### config.mk
export PLATFORM = sky130hd
export DESIGN_NAME = wire_change_monitor
export DESIGN_NICKNAME = d
export VERILOG_FILES = /design/src/rtl/wire_change_monitor.sv
export SDC_FILE = /design/constraint.sdc
export NUM_CORES = 1
export LEC_CHECK = 0
export ABC_AREA = 1
export CAP_MARGIN = 20
export CORE_MARGIN = 2
export CORE_UTILIZATION = 40
export CTS_CLUSTER_DIAMETER = 40
export DETAILED_ROUTE_END_ITERATION = 7
export PLACE_DENSITY = 0.6
export SYNTH_ARGS = -nofsm -noshare
export SYNTH_HDL_FRONTEND = slang
export SYNTH_SLANG_ARGS = --single-unit
### constraint.sdc
create_clock -name clk -period 2.5 [get_ports clk]
set_input_delay 0.375 -clock clk [delete_from_list [all_inputs] [get_ports clk]]
set_output_delay 0.375 -clock clk [all_outputs]
set_load 0.02 [all_outputs]
### src/rtl/wire_change_monitor.sv
// Bus change monitor: logs {new, previous, timestamp} on each change of sample_in into a FWFT FIFO.
// Optional 2-flop input synchronizer enabled by defining WIRE_CHANGE_MONITOR_SYNC_EN.
module wire_change_monitor #(
  parameter int WIDTH = 4,
  parameter int DEPTH = 8,
  parameter int TS_W  = 16
) (
  input  logic                     clk,
  input  logic                     rst_n,
  input  logic [WIDTH-1:0]         sample_in,
  input  logic                     enable,
  output logic                     ev_valid,
  input  logic                     ev_ready,
  output logic [WIDTH-1:0]         ev_data,
  output logic [WIDTH-1:0]         ev_prev,
  output logic [TS_W-1:0]          ev_time,
  output logic [$clog2(DEPTH):0]   count,
  output logic                     overflow,
  input  logic                     clear_overflow
);
  localparam int AW = $clog2(DEPTH);
  localparam logic [AW:0] FULL_CNT = (AW+1)'(DEPTH);

  typedef struct packed {
    logic [WIDTH-1:0] data;
    logic [WIDTH-1:0] prev;
    logic [TS_W-1:0]  ts;
  } ev_t;

  logic [WIDTH-1:0] s_q, s_d, prev_q, prev_d;
  logic [TS_W-1:0]  ts_q, ts_d;
  logic [AW-1:0]    wptr_q, wptr_d, rptr_q, rptr_d;
  logic [AW:0]      cnt_q, cnt_d;
  logic             ovf_q, ovf_d;
  ev_t              mem_q [DEPTH];
  ev_t              mem_d [DEPTH];
  ev_t              head;
  logic             chg, full, pop, push;

`ifdef WIRE_CHANGE_MONITOR_SYNC_EN
  logic [WIDTH-1:0] sync1_q, sync1_d, sync2_q, sync2_d;

  always_comb begin
    sync1_d = sample_in;
    sync2_d = sync1_q;
    s_d     = sync2_q;
  end

  always_ff @(posedge clk or negedge rst_n) begin
    if (!rst_n) begin
      sync1_q <= '0;
      sync2_q <= '0;
    end else begin
      sync1_q <= sync1_d;
      sync2_q <= sync2_d;
    end
  end
`else
  always_comb s_d = sample_in;
`endif

  assign chg  = enable && (s_q != prev_q);
  assign full = (cnt_q == FULL_CNT);
  assign pop  = ev_valid && ev_ready;
  // A full FIFO still accepts a new event when the head leaves on the same edge.
  assign push = chg && (!full || pop);

  always_comb begin
    prev_d = s_q;
    ts_d   = ts_q + TS_W'(1);
    wptr_d = wptr_q;
    rptr_d = rptr_q;
    cnt_d  = cnt_q;
    mem_d  = mem_q;
    ovf_d  = ovf_q;
    if (push) begin
      mem_d[wptr_q] = '{data: s_q, prev: prev_q, ts: ts_q};
      wptr_d        = wptr_q + AW'(1);
    end
    if (pop) rptr_d = rptr_q + AW'(1);
    if (push && !pop)      cnt_d = cnt_q + (AW+1)'(1);
    else if (pop && !push) cnt_d = cnt_q - (AW+1)'(1);
    if (chg && !push)        ovf_d = 1'b1;
    else if (clear_overflow) ovf_d = 1'b0;
  end

  always_ff @(posedge clk or negedge rst_n) begin
    if (!rst_n) begin
      s_q    <= '0;
      prev_q <= '0;
      ts_q   <= '0;
      wptr_q <= '0;
      rptr_q <= '0;
      cnt_q  <= '0;
      ovf_q  <= 1'b0;
      mem_q  <= '{default: '0};
    end else begin
      s_q    <= s_d;
      prev_q <= prev_d;
      ts_q   <= ts_d;
      wptr_q <= wptr_d;
      rptr_q <= rptr_d;
      cnt_q  <= cnt_d;
      ovf_q  <= ovf_d;
      mem_q  <= mem_d;
    end
  end

  // Head fields are forced to zero while empty so stale RAM contents never show.
  always_comb begin
    head = mem_q[rptr_q];
    if (cnt_q == '0) head = '0;
  end

  assign ev_valid = (cnt_q != '0);
  assign ev_data  = head.data;
  assign ev_prev  = head.prev;
  assign ev_time  = head.ts;
  assign count    = cnt_q;
  assign overflow = ovf_q;
endmodule

# [After elaboration in Yosys (flattened, before gate mapping)]
# Cells that the tools add are included.
[op_classes] n_bitwise=2 magnitude_cmp=3 n_shift=0 div=0 reduce_logical=15 eq_ne=2 mux=11 mul=0 add_sub_neg=5
[op_table] op="$bwmux W192" count=1
[op_table] op="$mux W24" count=4
[op_table] op="$bmux W24 S3" count=1
[op_table] op="$demux W24 S3" count=1
[op_table] op="$add A16 B1 Y16 const B" count=1
[op_table] op="$ge A4 B4 Y1 const B" count=2
[op_table] op="$mux W4" count=2
[op_table] op="$not A3 Y4" count=2
[op_table] op="$logic_and A1 B1 Y1" count=7
[op_table] op="$add A3 B1 Y3 const B" count=2
[op_table] op="$add A4 B1 Y4 const B" count=1
[op_table] op="$eq A4 B4 Y1 const B" count=1
[op_table] op="$logic_not A4 Y1" count=1
[op_table] op="$lt A4 B1 Y1 const B" count=1
[op_table] op="$ne A4 B4 Y1" count=1
[op_table] op="$reduce_bool A2 Y1" count=2
[op_table] op="$reduce_bool A4 Y1" count=1
[op_table] op="$sub A4 B1 Y4 const B" count=1
[op_table] op="$logic_not A1 Y1" count=3
[op_table] op="$mux W1" count=2
[op_table] op="$logic_or A1 B1 Y1" count=1
[totals] out_inout_bits=30 romBits=0 n_memories=0 latchBits=0 ram_bits=0 ff_bits=227

# [Logic depth before layout (Yosys ltp)]
# Gate-level depths: netlist of run 1.
[depth] depth_word=8 depth_mapped=18

# [Least setup slack after synthesis of run 1]
# OpenSTA, ideal clock, no wires.
[synth_path] path_type="reg-to-reg" from="reg cnt_q[0], in the netlist count[0]" to="reg cnt_q[3], in the netlist count[3]" period_less_slack_ps=2614 path_stages_with_launch=15 slack_ps=-114 t_arrival_ps=2492 n_path_buf=1 setup_ps=121 required_time_ps=2379 cell_sequence="dfrtp_1 nor2_1 nand4_2 nand3_4 buf_12 inv_1 ha_1 inv_1 ha_1 a21oi_1 nand2_1 a21oi_1 o21ai_0 nand2_1 nand2_1"
[synth_via] elab_chain_cells=7 word_cells_on_any_way=15 cone_classes="2 x add/sub; 1 x eq/ne; 2 x mux; 10 x reduce/logical"
[synth_rtl] item="start, declared" line="33" rtl="logic [AW:0] cnt_q, cnt_d;"
[synth_rtl] item="start signal, assigned" line="103" rtl="cnt_q <= cnt_d;"
[synth_rtl] item="$eq A4 B4 Y1 / $reduce_bool A4 Y1 (equally long branches)" line="63, 115"
[synth_rtl] item="$logic_not A1 Y1 / $logic_and A1 B1 Y1 (equally long branches)" line="66, 64"
[synth_rtl] item="$logic_or A1 B1 Y1 *" line="66" rtl="assign push = chg && (!full || pop);"
[synth_rtl] item="$logic_and A1 B1 Y1 *" line="66"
[synth_rtl] item="net push" line="38" rtl="logic chg, full, pop, push;"
[synth_rtl] item="$logic_not A1 Y1" line="82" rtl="else if (pop && !push) cnt_d = cnt_q - (AW+1)'(1);"
[synth_rtl] item="$logic_and A1 B1 Y1" line="82"
[synth_rtl] item="$reduce_bool A2 Y1 (no line)"
# The timed path passes the listed nets; every way through them passes the cells marked *. The select of a mux whose other input is x is not followed.
# A chain may end at the register's enable or synchronous reset.

# [Worst setup path in the final report of run 1]
[layout_path] from="reg rptr_q[0]" to="out ev_time[12]"
[layout_via] elab_chain_cells=5
[layout_rtl] item="start, declared" line="32" rtl="logic [AW-1:0] wptr_q, wptr_d, rptr_q, rptr_d;"
[layout_rtl] item="start signal, assigned" line="102" rtl="rptr_q <= rptr_d;"
[layout_rtl] item="$not A3 Y4 (not written as such)" line="111" rtl="head = mem_q[rptr_q];"
[layout_rtl] item="$bmux W24 S3" line="111"
[layout_rtl] item="$mux W24 (not written as such) (2 in a row)" line="111"
[layout_rtl] item="$mux W24" line="112" rtl="if (cnt_q == '0) head = '0;"
[layout_rtl] item="end, declared" line="16" rtl="output logic [TS_W-1:0] ev_time,"
# Every way passes these cells. The select of a mux whose other input is x is not followed.

==> impl_metrics.toml, run 1 <==
[die]
die_h_um = 169
core_area_sq_um = 26800
die_w_um = 169
io_pins = 39
die_area_sq_um = 28500
initial_core_util = 0.405
rows = 60

[critical_path]
critical_path.startpoint_type = "flip-flop"
r2r-start = "count[1]"
critPathBufInv = 3
arrival_ns = 2.11
crit_slowest_cell = "dfrtp_2"
r2r_slack_ns = 0.16
crit_path_cell_trace = "buf_12, clkbuf_16, o21ai_0, o22ai_1, nor2_2, nor2_4, clkdlybuf4s15_2"
worstPathMaxFanout = 21
ff2ff_path_depth = 13
crit_required_ns = 2.12
cpPeakStageDelay_ns = 0.50
crit_start = "rptr_q[0]"
cp.depth = 7
endpoint = "ev_time[12]"
rr_endpoint = "count[3]"
crit_type = "reg -> out"
end_kind = "output pin"
crit_family = "buffers and inverters"

[sta]
fin_crit_ns = 2.48
setup_tns_ns = 0
finalCritPeriodShare = 0.993
maxSlewHeadroom = 0.605
rsz0062_at_grt = "true"
final-setup-viol-count = 0
fin_skew_ns = 0.0168
setup_ws_ns = 0.0182
fmax_ghz = 0.403
final_hold_viol_count = 0
finalMaxSlewViolations = 0
tightest_slew_ns = 0.593

[place]
port_buffers = 38
gp_congestion = 0.764
dp_hpwl_mm = 17.5
dp_slack_ns = 0.00325

[drt]
drtIter0Drc = 792
drc = 0
routed-via-count = 9335
drt_wl_total_mm = 32.8
first_pass_iters = 8
vias_per_cell = 5.20
ant_nets = 0
wl_per_cell_um = 18.3

[cells_and_area]
nets = 1444
diodes = 0
drive_above_1_share = 0.122
syn2layout_area_growth_pct = 20.9
final_util = 0.490
multi_input_area_sq_um = 4580
fillers = 2535
layout.area.seq_sq_um = 5690

[clock_network]
clock-sinks = 227
root_buffer = "clkbuf_16"
ctsHtreeMaxLevel = 2
insertion_delay_ns = 0.50
clkTransAtPathRegs_ns = 0.06
cts_tree = "yes"
cts_buffers = 36
clockBufferDepth = 3

[global_route]
antenna_found_initial = 0
grt_max_degree = 70
grt_pass1_wl_mm = 51.9
gr-total-overflow = 0
track_usage = 0.234
grt_pass1_vias = 9128

[yosys]
synth-seq-area-share = 0.523
synthArstFlopShare = 1.00
synth_ff_type = "dfrtp_1"
synth_edf_count = 0
synth.net_count = 1406
synth.distinct_cells = 30
synth_warnings = 0
netlist_area_sq_um = 10900
syn_inst = 1390
ys_seq_elements = 227
syn_avg_cell_area_sq_um = 7.81

[run]
max_cap_viol_count = 0

[hold_path]
hp-class = "in -> reg"
worstHoldStart = "sample_in[3]"

[power]
ir_worst_vdd_mv = 0.871
p_leak_nw = 6.84
power_density_nw_per_um2 = 1340

[run_status]
status = "completed"
## power by group
group | leakage, nW | internal [W] | switching [W]
combinational | 3.29 | 0.00269 | 0.00449
clock | 0.598 | 0.00339 | 0.00176
sequential | 2.95 | 0.00462 | 0.000583
total | 6.84 | 0.0107 | 0.00683
## cells in the mapped netlist (all sizes together) (3+ instances only)
cell | instances | area [sq um]
o211ai | 25 | 188
nand4 | 10 | 68.8
nor2 | 185 | 800
xor2 | 12 | 105
buf | 57 | 380
inv | 36 | 135
o22ai | 25 | 156
nor3 | 13 | 65.1
xnor2 | 7 | 61.3
a21oi | 3 | 15.0
dfrtp | 227 | 5680
o21ai | 101 | 505
nand2 | 632 | 2380
clkbuf | 40 | 150
nand3 | 8 | 52.6
ha | 6 | 75.1
## cell type report
class,instances,area share
clock buffer,47,0.0749
clock inverter,16,0.0191
inverter,37,0.0108
multi-input combinational,1029,0.349
sequential,227,0.433
tap,341,0.0325
timing repair buffer,97,0.0803
## cells by family (layout without fill, tap and decap cells)
| group | after synthesis | count (layout) | share of synthesized area |
|---|---|---|---|
| adder cells (fa/ha/maj) | 7 | 7 | 0.00876 |
| XOR/XNOR | 19 | 19 | 0.0153 |
| multiplexers | 1 | 1 | 0.00104 |
| AND/OR/NAND/NOR | 848 | 848 | 0.310 |
| buffers and inverters | 134 | 197 | 0.0617 |
| flip-flops | 227 | 227 | 0.523 |
| AO/OA/AOI/OAI | 154 | 154 | 0.0797 |
## flip-flops by register name, indices dropped and copies added (netlist names)
register and count:
mem_q 192, ts_q 16, count 4, prev_d 4, prev_q 4, rptr_q 3, wptr_q 3, overflow 1
## routing by layer
metal  track usage  routed length, um  vias up
li1              -                  -     4427
met1         0.322              14900     4509
met2         0.372              14700      319
met3        0.0428               2080       80
met4        0.0828               1100        0
met5             0                  0        -
## cell usage in the layout, fill, tap and decap left out, types with 12 or more instances in the layout
cell type / n
inv_1: 32
o22ai_1: 25
nor2_1: 163
o211ai_1: 25
clkbuf_16: 39
o21ai_0: 99
xor2_1: 12
clkdlybuf4s50_1: 13
nand2_1: 631
buf_4: 39
nor3_1: 13
buf_12: 21
dfrtp_1: 221
nor2_2: 12
## metrics by stage
stage          total power (W)  cell area (sq um)  hold slack (ns)  cells
2_1_floorplan          0.00949              10900           0.0794   1390
3_3_place_gp            0.0122              11800            0.386   1726
3_5_place_dp            0.0123              11800            0.394   1726
4_1_cts                 0.0174              13100            0.298   1790
5_1_grt                 0.0187              13100            0.295   1794
6_report                0.0175              13100            0.311   1794
## what timing repair did
| action | CTS | global route |
|---|---|---|
| hold endpoints to repair | 62 | 0 |
| gates resized for setup | 65 | 55 |
| endpoints found under the setup margin | 24 | 26 |
| pin swaps | 0 | 3 |
| hold buffers | 1 | 0 |
| gates cloned | 0 | 2 |
| setup buffers | 0 | 2 |
## how the worst min path moves through the flow
stage / endpoint / slack [ns] / depth (start not counted)
after floorplan: count[0] / 0.08 / 0
after global placement: mem_q[3] / 0.39 / 1
after detailed placement: mem_q[3] / 0.39 / 1
after CTS: prev_d[2] / 0.30 / 1
after global routing: prev_d[0] / 0.29 / 1
final: prev_d[3] / 0.31 / 1
## worst reg2reg max path, cell delays in order (launching register included)
cell and delay (ns):
dfrtp_2 0.45, nor2_4 0.18, nand3_4 0.13, buf_12 0.20, nand2_1 0.10, ha_1 0.16
inv_2 0.07, ha_1 0.32, a21oi_1 0.16, nand2_1 0.11, a21oi_2 0.14, o21ai_0 0.10
nand2_1 0.07, nand2_1 0.04
No activity file was read; power rests on OpenSTA's default activity.
==> run 2: changes to the inputs <==
- CORE_UTILIZATION: 40 -> 55
- PLACE_DENSITY: 0.6 -> 0.78
==> run 2 against run 1 <==
Core utilization is 18 points higher. Fmax grew 1.0%. Sequential share of layout area is 0.15 points higher. Via count increased by 4.6%. Largest cell class unchanged. Clock power is essentially flat. Die area is 27% lower. Sequential power about the same. Cell area shrank 0.33%. First-iteration DRC count is 11% higher. Hold slack got worse by 0.0086 ns.
==> impl_metrics.toml, run 2 (synthesis gave the netlist of run 1 again) <==
[run_status]
status = "completed"

[sta]
holdWs_ns = 0.302
finalMaxSlewViolations = 0
fmax_ghz = 0.407
rsz0062_at_grt = "true"
tightest_slew_ns = 0.707
fin_skew_ns = 0.0136
maxSlewHeadroom = 0.528
finalCritPeriodShare = 0.983
fin_crit_ns = 2.46
final_hold_viol_count = 0
final-setup-viol-count = 0

[clock_network]
clockBufferDepth = 3
ctsHtreeMaxLevel = 2
cts_buffers = 35
root_buffer = "clkbuf_16"
insertion_delay_ns = 0.51
clkTransAtPathRegs_ns = 0.05
cts_tree = "yes"
clock-sinks = 227

[die]
rows = 51
die_h_um = 144
io_pins = 39
core_area_sq_um = 19400
die_w_um = 144
initial_core_util = 0.559
die_area_sq_um = 20900

[global_route]
antenna_found_initial = 0
grt_pass1_vias = 9626
gr-total-overflow = 0
grt_max_degree = 85
grt_pass1_wl_mm = 50.5
track_usage = 0.317

[cells_and_area]
reg_top3 = "mem_q x192, ts_q x16"
syn2layout_area_growth_pct = 20.5
layout.cells.non_filler = 1719
mostFrequentLayoutCell = "nand2_1"
largest_reg_flops = 192
nets = 1444
drive_above_1_share = 0.129
mostFrequentLayoutCells = "nand2_1, dfrtp_1, nor2_1, o21ai_0, buf_4"
regMostFlops = "mem_q"
diodes = 0
final_area_sq_um = 13100
fillers = 1568

[drt]
vias_per_cell = 5.68
drtIter0Drc = 880
routed-via-count = 9767
wl_per_cell_um = 18.6
drt_wl_total_mm = 32.0
drc = 0
ant_nets = 0
first_pass_iters = 5

[place]
dp.cells = 1643
port_buffers = 38
postPlaceCellArea_sq_um = 11600
dp_hpwl_mm = 16.5
gp_congestion = 0.789

[critical_path]
end_kind = "output pin"
arrival_ns = 2.08
crit_type = "reg -> out"
cpPeakStageDelay_ns = 0.40
ff2ff_path_depth = 16
worstPathMaxFanout = 7
r2r-start = "prev_d[1]"
crit_required_ns = 2.12
endpoint = "ev_prev[1]"
crit_slowest_cell = "dfrtp_2"
rr_endpoint = "count[3]"
crit_start = "rptr_q[0]"
path_common_cell = "buf_8"
r2r_slack_ns = 0.11
critical_path.startpoint_type = "flip-flop"
crit_path_cell_trace = "buf_6, buf_8, buf_12, buf_8, o21ai_1, o211ai_1, nand2_1, nor2_1, buf_4"

[power]
p_comb_frac = 0.422
p_int_w = 0.0109
ir_worst_vdd_mv = 1.03
p_sw_w = 0.00705
p_clk_frac = 0.286
p_leak_nw = 6.87
pwr-share-seq = 0.292
power_switching_share = 0.393
p_total_w = 0.0179
power_density_nw_per_um2 = 1370

[hold_path]
hp-class = "in -> reg"
whs_path_depth = 1

[run]
max_cap_viol_count = 0
## run 2: worst min path at each step
stage            startpoint    endpoint
2_1_floorplan         rst_n    count[0]
3_3_place_gp          rst_n  mem_q[145]
4_1_cts        sample_in[0]   prev_d[0]
5_1_grt        sample_in[3]   prev_d[3]
6_report       sample_in[0]   prev_d[0]
3_5_place_dp          rst_n    mem_q[1]
## run 2: cell type report
type	count	area (sq um)	share of cell area
flip-flops and latches	227	5690	0.435
multi-input cells	1029	4600	0.351
repair buffers	98	1090	0.0831
clock buffers	44	982	0.0751
well taps	265	332	0.0253
clock inverters	19	254	0.0194
inverters	37	141	0.0108
## run 2: power groups by stage
stage	clock network (W)	logic [W]	registers (W)
detailed placement	0	0.00684	0.00521
floorplan	0	0.00440	0.00509
global placement	0	0.00669	0.00520
CTS	0.00516	0.00704	0.00517
global route	0.00533	0.00820	0.00534
finish	0.00513	0.00756	0.00522
## run 2: through the flow
step           setup WS [ns]  utilization  setup TNS, ns
2_1_floorplan         0.0364            -              0
3_3_place_gp          0.0771        0.596              0
3_5_place_dp          0.0506        0.596              0
4_1_cts              0.00612        0.666              0
5_1_grt               -0.113        0.674         -0.261
6_report              0.0429        0.674              0
## run 2: timing repair
action                                 CTS  global route
endpoints found under the hold margin   78             0
hold buffers                             1             0
resized for setup                       85            72
cloned                                   4             2
setup endpoints to repair               24            26
pin swaps                                1            18
buffers inserted                         3             3
## run 2: critical path, delay by kind of cell, from the launching register on
family                 cells  cell delay [ns]
AOI/OAI and AO/OA          2             0.28
buffers and inverters      5             0.66
DFF                        1             0.40
and+or+nand+nor            2             0.22
## run 2: metal layers
metal / GRT usage / wire length [um] / vias up
met5: 0 / 0 / -
met4: 0.166 / 1420 / 0
met3: 0.0755 / 3230 / 126
met2: 0.519 / 15200 / 558
met1: 0.392 / 12200 / 4647
li1: - / - / 4436
==> run 3: changes to the inputs <==
- SLEW_MARGIN: not set -> 20
==> results of run 3 <==
The final DEF is identical to that of run 2; final timing and power are the same.
